## config.mk

```make
export PLATFORM = sky130hd
export DESIGN_NAME = ps2_mouse_tracker
export DESIGN_NICKNAME = d
export VERILOG_FILES = /design/src/rtl/ps2_mouse_pkg.sv /design/src/rtl/mouse_axis_update.sv /design/src/rtl/ps2_mouse_tracker.sv
export SDC_FILE = /design/constraint.sdc
export NUM_CORES = 1
export LEC_CHECK = 0
export BUFFER_PORTS_ARGS = -buffer_cell sky130_fd_sc_hd__clkbuf_2
export CAP_MARGIN = 20
export CORE_UTILIZATION = 45
export DETAILED_ROUTE_END_ITERATION = 12
export PLACE_DENSITY_LB_ADDON = 0.08
export SYNTH_ARGS = -nofsm -noshare
export SYNTH_HDL_FRONTEND = slang
export SYNTH_HIERARCHICAL = 1
export SYNTH_SLANG_ARGS = --single-unit
```

## constraint.sdc

```tcl
create_clock -name CLOCK -period 4.1 [get_ports CLOCK]
set_clock_uncertainty 0.2 [all_clocks]
set_input_delay 0.615 -clock CLOCK [delete_from_list [all_inputs] [get_ports CLOCK]]
set_output_delay 0.615 -clock CLOCK [all_outputs]
set_load 0.005 [all_outputs]
```

## src/rtl/ps2_mouse_pkg.sv

```systemverilog
// Shared types and constants for the PS/2 mouse packet tracker.
// Holds the framing states, byte-0 bit positions and the default canvas limits.
package ps2_mouse_pkg;

    typedef enum logic [1:0] {
        WAIT_B0 = 2'd0,
        WAIT_B1 = 2'd1,
        WAIT_B2 = 2'd2
    } frame_state_t;

    // Bit positions inside the PS/2 status byte (byte 0 of a packet)
    localparam int BTN_L    = 0;
    localparam int BTN_R    = 1;
    localparam int SYNC_BIT = 3;
    localparam int XSIGN    = 4;
    localparam int YSIGN    = 5;
    localparam int XOVF     = 6;
    localparam int YOVF     = 7;

    localparam int DEF_XMAX         = 159;
    localparam int DEF_YMAX         = 119;
    localparam int DEF_XINIT        = 80;
    localparam int DEF_YINIT        = 60;
    localparam int DEF_SYNC_TIMEOUT = 50000;

endpackage

```

## src/rtl/mouse_axis_update.sv

```systemverilog
// Combinational next-position calculation for one mouse axis.
// Applies a signed 9-bit PS/2 delta and clamps the result to 0..maxv.
module mouse_axis_update (
    input  logic [8:0] pos,
    input  logic       sign,
    input  logic [7:0] delta,
    input  logic       ovf,
    input  logic       negate,
    input  logic [8:0] maxv,
    output logic [8:0] next_pos
);

    logic signed [10:0] delta_s;
    logic signed [10:0] pos_s;
    logic signed [10:0] max_s;
    logic signed [10:0] sum_s;

    // 11 bits cover 0..511 +/- 256 without wrapping, so the clamp sees the true sum
    always_comb begin
        delta_s = ovf ? 11'sd0 : $signed({{2{sign}}, sign, delta});
        pos_s   = $signed({2'b00, pos});
        max_s   = $signed({2'b00, maxv});
        sum_s   = negate ? (pos_s - delta_s) : (pos_s + delta_s);
        if (sum_s < 11'sd0) begin
            next_pos = 9'd0;
        end else if (sum_s > max_s) begin
            next_pos = maxv;
        end else begin
            next_pos = sum_s[8:0];
        end
    end

endmodule

```

## src/rtl/ps2_mouse_tracker.sv

```systemverilog
// Frames 3-byte PS/2 mouse packets and tracks an absolute, clamped cursor position
// plus button state, pulsing packet_valid for one cycle per committed packet.
module ps2_mouse_tracker
    import ps2_mouse_pkg::*;
#(
    parameter int XMAX         = DEF_XMAX,
    parameter int YMAX         = DEF_YMAX,
    parameter int XINIT        = DEF_XINIT,
    parameter int YINIT        = DEF_YINIT,
    parameter int SYNC_TIMEOUT = DEF_SYNC_TIMEOUT
) (
    input  logic       CLOCK,
    input  logic       resetn,
    input  logic [7:0] ps2_byte,
    input  logic       ps2_byte_en,
    output logic [8:0] mousex,
    output logic [8:0] mousey,
    output logic       leftclick,
    output logic       rightclick,
    output logic       packet_valid
);

    localparam int CW = $clog2(SYNC_TIMEOUT + 1);
    localparam logic [8:0] XMAX_W  = 9'(XMAX);
    localparam logic [8:0] YMAX_W  = 9'(YMAX);
    localparam logic [8:0] XINIT_W = 9'(XINIT);
    localparam logic [8:0] YINIT_W = 9'(YINIT);
    localparam logic [CW-1:0] TIMEOUT_LAST = CW'(SYNC_TIMEOUT - 1);

    frame_state_t  state_reg;
    logic [CW-1:0] idle_cnt_reg;
    logic [7:0]    byte0_reg;
    logic [7:0]    byte1_reg;
    logic [8:0]    mousex_reg;
    logic [8:0]    mousey_reg;
    logic          leftclick_reg;
    logic          rightclick_reg;
    logic          packet_valid_reg;

    logic [8:0]    x_next;
    logic [8:0]    y_next;
    logic          idle_expired;

    // Byte 2 is used straight off the bus so the commit happens on its own strobe edge
    mouse_axis_update u_axis_x (
        .pos      (mousex_reg),
        .sign     (byte0_reg[XSIGN]),
        .delta    (byte1_reg),
        .ovf      (byte0_reg[XOVF]),
        .negate   (1'b0),
        .maxv     (XMAX_W),
        .next_pos (x_next)
    );

    // PS/2 reports +Y as up while row 0 is the top of the canvas
    mouse_axis_update u_axis_y (
        .pos      (mousey_reg),
        .sign     (byte0_reg[YSIGN]),
        .delta    (ps2_byte),
        .ovf      (byte0_reg[YOVF]),
        .negate   (1'b1),
        .maxv     (YMAX_W),
        .next_pos (y_next)
    );

    assign idle_expired = (idle_cnt_reg == TIMEOUT_LAST);

    always_ff @(posedge CLOCK or negedge resetn) begin
        if (!resetn) begin
            state_reg        <= WAIT_B0;
            idle_cnt_reg     <= '0;
            byte0_reg        <= '0;
            byte1_reg        <= '0;
            mousex_reg       <= XINIT_W;
            mousey_reg       <= YINIT_W;
            leftclick_reg    <= 1'b0;
            rightclick_reg   <= 1'b0;
            packet_valid_reg <= 1'b0;
        end else begin
            packet_valid_reg <= 1'b0;
            case (state_reg)
                WAIT_B0: begin
                    idle_cnt_reg <= '0;
                    // Bytes without the always-one sync bit cannot start a packet
                    if (ps2_byte_en && ps2_byte[SYNC_BIT]) begin
                        byte0_reg <= ps2_byte;
                        state_reg <= WAIT_B1;
                    end
                end
                WAIT_B1: begin
                    if (ps2_byte_en) begin
                        byte1_reg    <= ps2_byte;
                        idle_cnt_reg <= '0;
                        state_reg    <= WAIT_B2;
                    end else if (idle_expired) begin
                        idle_cnt_reg <= '0;
                        state_reg    <= WAIT_B0;
                    end else begin
                        idle_cnt_reg <= idle_cnt_reg + CW'(1);
                    end
                end
                WAIT_B2: begin
                    if (ps2_byte_en) begin
                        mousex_reg       <= x_next;
                        mousey_reg       <= y_next;
                        leftclick_reg    <= byte0_reg[BTN_L];
                        rightclick_reg   <= byte0_reg[BTN_R];
                        packet_valid_reg <= 1'b1;
                        idle_cnt_reg     <= '0;
                        state_reg        <= WAIT_B0;
                    end else if (idle_expired) begin
                        idle_cnt_reg <= '0;
                        state_reg    <= WAIT_B0;
                    end else begin
                        idle_cnt_reg <= idle_cnt_reg + CW'(1);
                    end
                end
                default: begin
                    idle_cnt_reg <= '0;
                    state_reg    <= WAIT_B0;
                end
            endcase
        end
    end

    assign mousex       = mousex_reg;
    assign mousey       = mousey_reg;
    assign leftclick    = leftclick_reg;
    assign rightclick   = rightclick_reg;
    assign packet_valid = packet_valid_reg;

endmodule

```

==> metrics.md <==
| Metric | Value |
|---|---|
| Row cnt | 36 |
| Chip Width | 104 µm |
| H-tree depth | 2 |
| Synthesized area | 4700 µm² |
| Ys flop type | dfrtp_1 |
| R2R setup slack | -0.10 ns |
| FF+latch count, synth | 53 |
| Starting DRT DRC Count | 178 |
| Full die area | 10900 µm² |
| Fraction of layout cells with a size suffix above 1 | 33.2% |
| Setup violators final | 8 |
| Vias post-DR | 4216 |
| Hold Path Stages | 1 |
| Setup crit start kind | flip-flop |
| Drt via density | 5.32 |
| Register area | 1340 µm² |
| Crit. End Element | flip-flop |
| CTS Buf Count | 5 |
| Total core area | 9950 µm² |
| Status | complete, but fails checks |
| Fillcell total | 856 |
| Least-Margin Pin Slew | 0.965 ns |
| Drt pass-1 iters | 4 |
| Largest net degree at the start of global routing | 38 |
| # diodes | 0 |
| Post-synthesis sequential area ratio | 28.4% |
| Avg Inst Size Synth | 8.87 µm² |
| Antenna violations before repair | 0 |
| Worst hold path type | reg -> reg |
| Slew margin rel. | 35.2% |
| CTS tree | yes |
| Core Util, Final | 60.7% |
| Chip Height | 104 µm |
| Critical Path Start | byte0_reg[6]$_DFFE_PN0P_ |
| Post-synth EDFFs | 0 |
| DPL Wire Length | 8740 µm |
| Slew Limit Fails | 0 |
| Post-Syn Instances | 530 |
| Area of the multi-input gates | 3560 µm² |
| Final nets | 714 |
| Min Tclk post-route | 4.20 ns |
| Maxcap violations | 0 |
| Clock-pin slew on the worst setup and hold paths | 0.11 ns |
| Fin. Hold Viols | 0 |
| Hold slack final | 0.301 ns |
| Failing checks | setup timing |
| Async SR Flop Fraction | 100% |
| Post-route DRC | 0 |
| Worst r2r src | byte0_reg[6]$_DFFE_PN0P_ |
| Detail Route Antenna Nets | 0 |
| Most frequent cells in the layout | buf_4 (62), nor2_1 (46), inv_1 (45), dfrtp_1 (45), conb_1 (41) |
| Worst skew pair latency | 0.31 ns |
| Clk buf depth | 2 |
| Vias in the first global route | 4130 |
| Commonest non-fill, non-tap cell in the layout | buf_4 |
| Worst Path Required | 4.12 ns |
| Max FFs per register | 16 |
| Final setup margin | -0.102 ns |
| Crit path max fanout | 5 |
| Dpl ws | -0.297 ns |
| Number of I/O port buffers | 31 |
| Fmax | 238 MHz |
| Final Cycle Share | 102% |
| Arr. time, crit path | 4.22 ns |
| Routed len/inst | 14.9 µm |
| I/O pin count | 32 |
| Final wirelength | 11800 µm |
| First-pass GRT wire length | 19500 µm |
| Sink Count | 53 |
| GRT Total Usage | 22.1% |
| Critical path class | reg -> reg |
| Hold path startpoint | idle_cnt_reg[0]$_DFF_PN0_ |
| Area grow syn2layout | 28.6% |
| RSZ-0062 raised after global routing | yes |
| Hold Path End | idle_cnt_reg[0]$_DFF_PN0_ |
| Non-Filler Instances | 792 |
| Clock root cell | clkbuf_8 |
| R2R Path End | mousex[5]$_DFFE_PN0P_ |
| Distinct cells, synth | 71 |
| RD Place Congestion | 0.862 |
| Number of synthesis warnings | 6 |
| GR Overflow Total | 0 |
| Initial Util | 47.2% |
| R2R depth | 19 |
| Inst Count DP | 769 |
[worst max-delay path, cell delays in order (launching register included)]
cell	delay (ns)
dfrtp_2	0.48
nor2b_4	0.14
inv_2	0.05
ha_4	0.22
mux2_4	0.30
fa_2	0.42
nor2b_4	0.12
o31a_1	0.17
o21a_1	0.19
nor2_2	0.07
xnor2_2	0.14
ha_1	0.31
nand4_1	0.11
a31oi_1	0.21
nor3_2	0.06
o211ai_2	0.19
buf_6	0.16
mux2i_1	0.18
nor2_1	0.07
mux2_4	0.30
[layout make-up]
cell class                      count  area share (%)
Multi-Input combinational cell    449            58.9
Clock buffer                        5            1.14
Sequential cell                    53            22.1
Inverter                           49            3.08
Tap cell                          133            2.75
Clock inverter                      3           0.414
Timing Repair Buffer              100            11.6
[metrics by stage]
| step | setup TNS, ns | area, µm² |
|---|---|---|
| after floorplan | -0.0429 | 4910 |
| after global placement | -2.77 | 5530 |
| after detailed placement | -4.20 | 5530 |
| after CTS | -0.832 | 5820 |
| after global routing | -2.34 | 6050 |
| final | -0.386 | 6050 |
[how the worst max path moves through the flow]
stage	to	slack [ns]	depth (start not counted)
after floorplan	mousex[1]$_DFFE_PN0P_	-0.01	23
after global placement	mousex[4]$_DFFE_PN1P_	-0.21	20
after detailed placement	mousey[0]$_DFFE_PN0P_	-0.30	18
after CTS	mousex[0]$_DFFE_PN0P_	-0.12	22
after global routing	mousex[5]$_DFFE_PN0P_	-0.31	19
final	mousex[5]$_DFFE_PN0P_	-0.10	19
[metal layers]
metal,up-vias,track usage [%],routed length (µm)
met2,70,36.5,5420
met4,0,4.49,153
met3,14,3.32,329
met5,-,0,0
li1,2121,-,-
met1,2011,30.8,5890
[synthesized netlist by cell type (8+ instances only)]
master    instances  area (µm²)
mux2_2           36         405
dfrtp_1          47        1180
nor3_1           17        85.1
nand2_1          25        93.8
a21oi_1          30         150
nor2b_1          11        68.8
clkbuf_1         12        45.0
inv_1            49         184
nor2_1           51         191
xor2_1           11        96.3
nand3_1          14        70.1
o21ai_0          18        90.1
nand4_1          13        81.3
o21a_1            8        60.1
ha_1             43         538
a211oi_1          8        60.1
xnor2_1          22         193
o31ai_1           9        67.6
[cells by family (layout without fill, tap and decap cells)]
group	Yosys count	count (layout)	share of synthesized area (%)
simple gates	168	168	19.1
compound gates	119	119	17.9
buf+inv	67	157	5.88
flops	53	53	28.4
fa+ha+maj	45	45	12.3
mux	43	43	10.1
xor+xnor	33	33	6.15
other cells	2	41	0.160
[repair_timing]
item                                    4_1_cts  5_1_grt
hold buffers                                  0        1
buffers inserted                              7        4
gates resized for setup                      33       35
endpoints found under the setup margin       14       18
cloned                                        0        0
hold endpoints to repair                      0        4
pin swaps                                    28       15
Power is not shown: default switching activity piles up to over one toggle a cycle in this logic, so the estimate is an artifact.
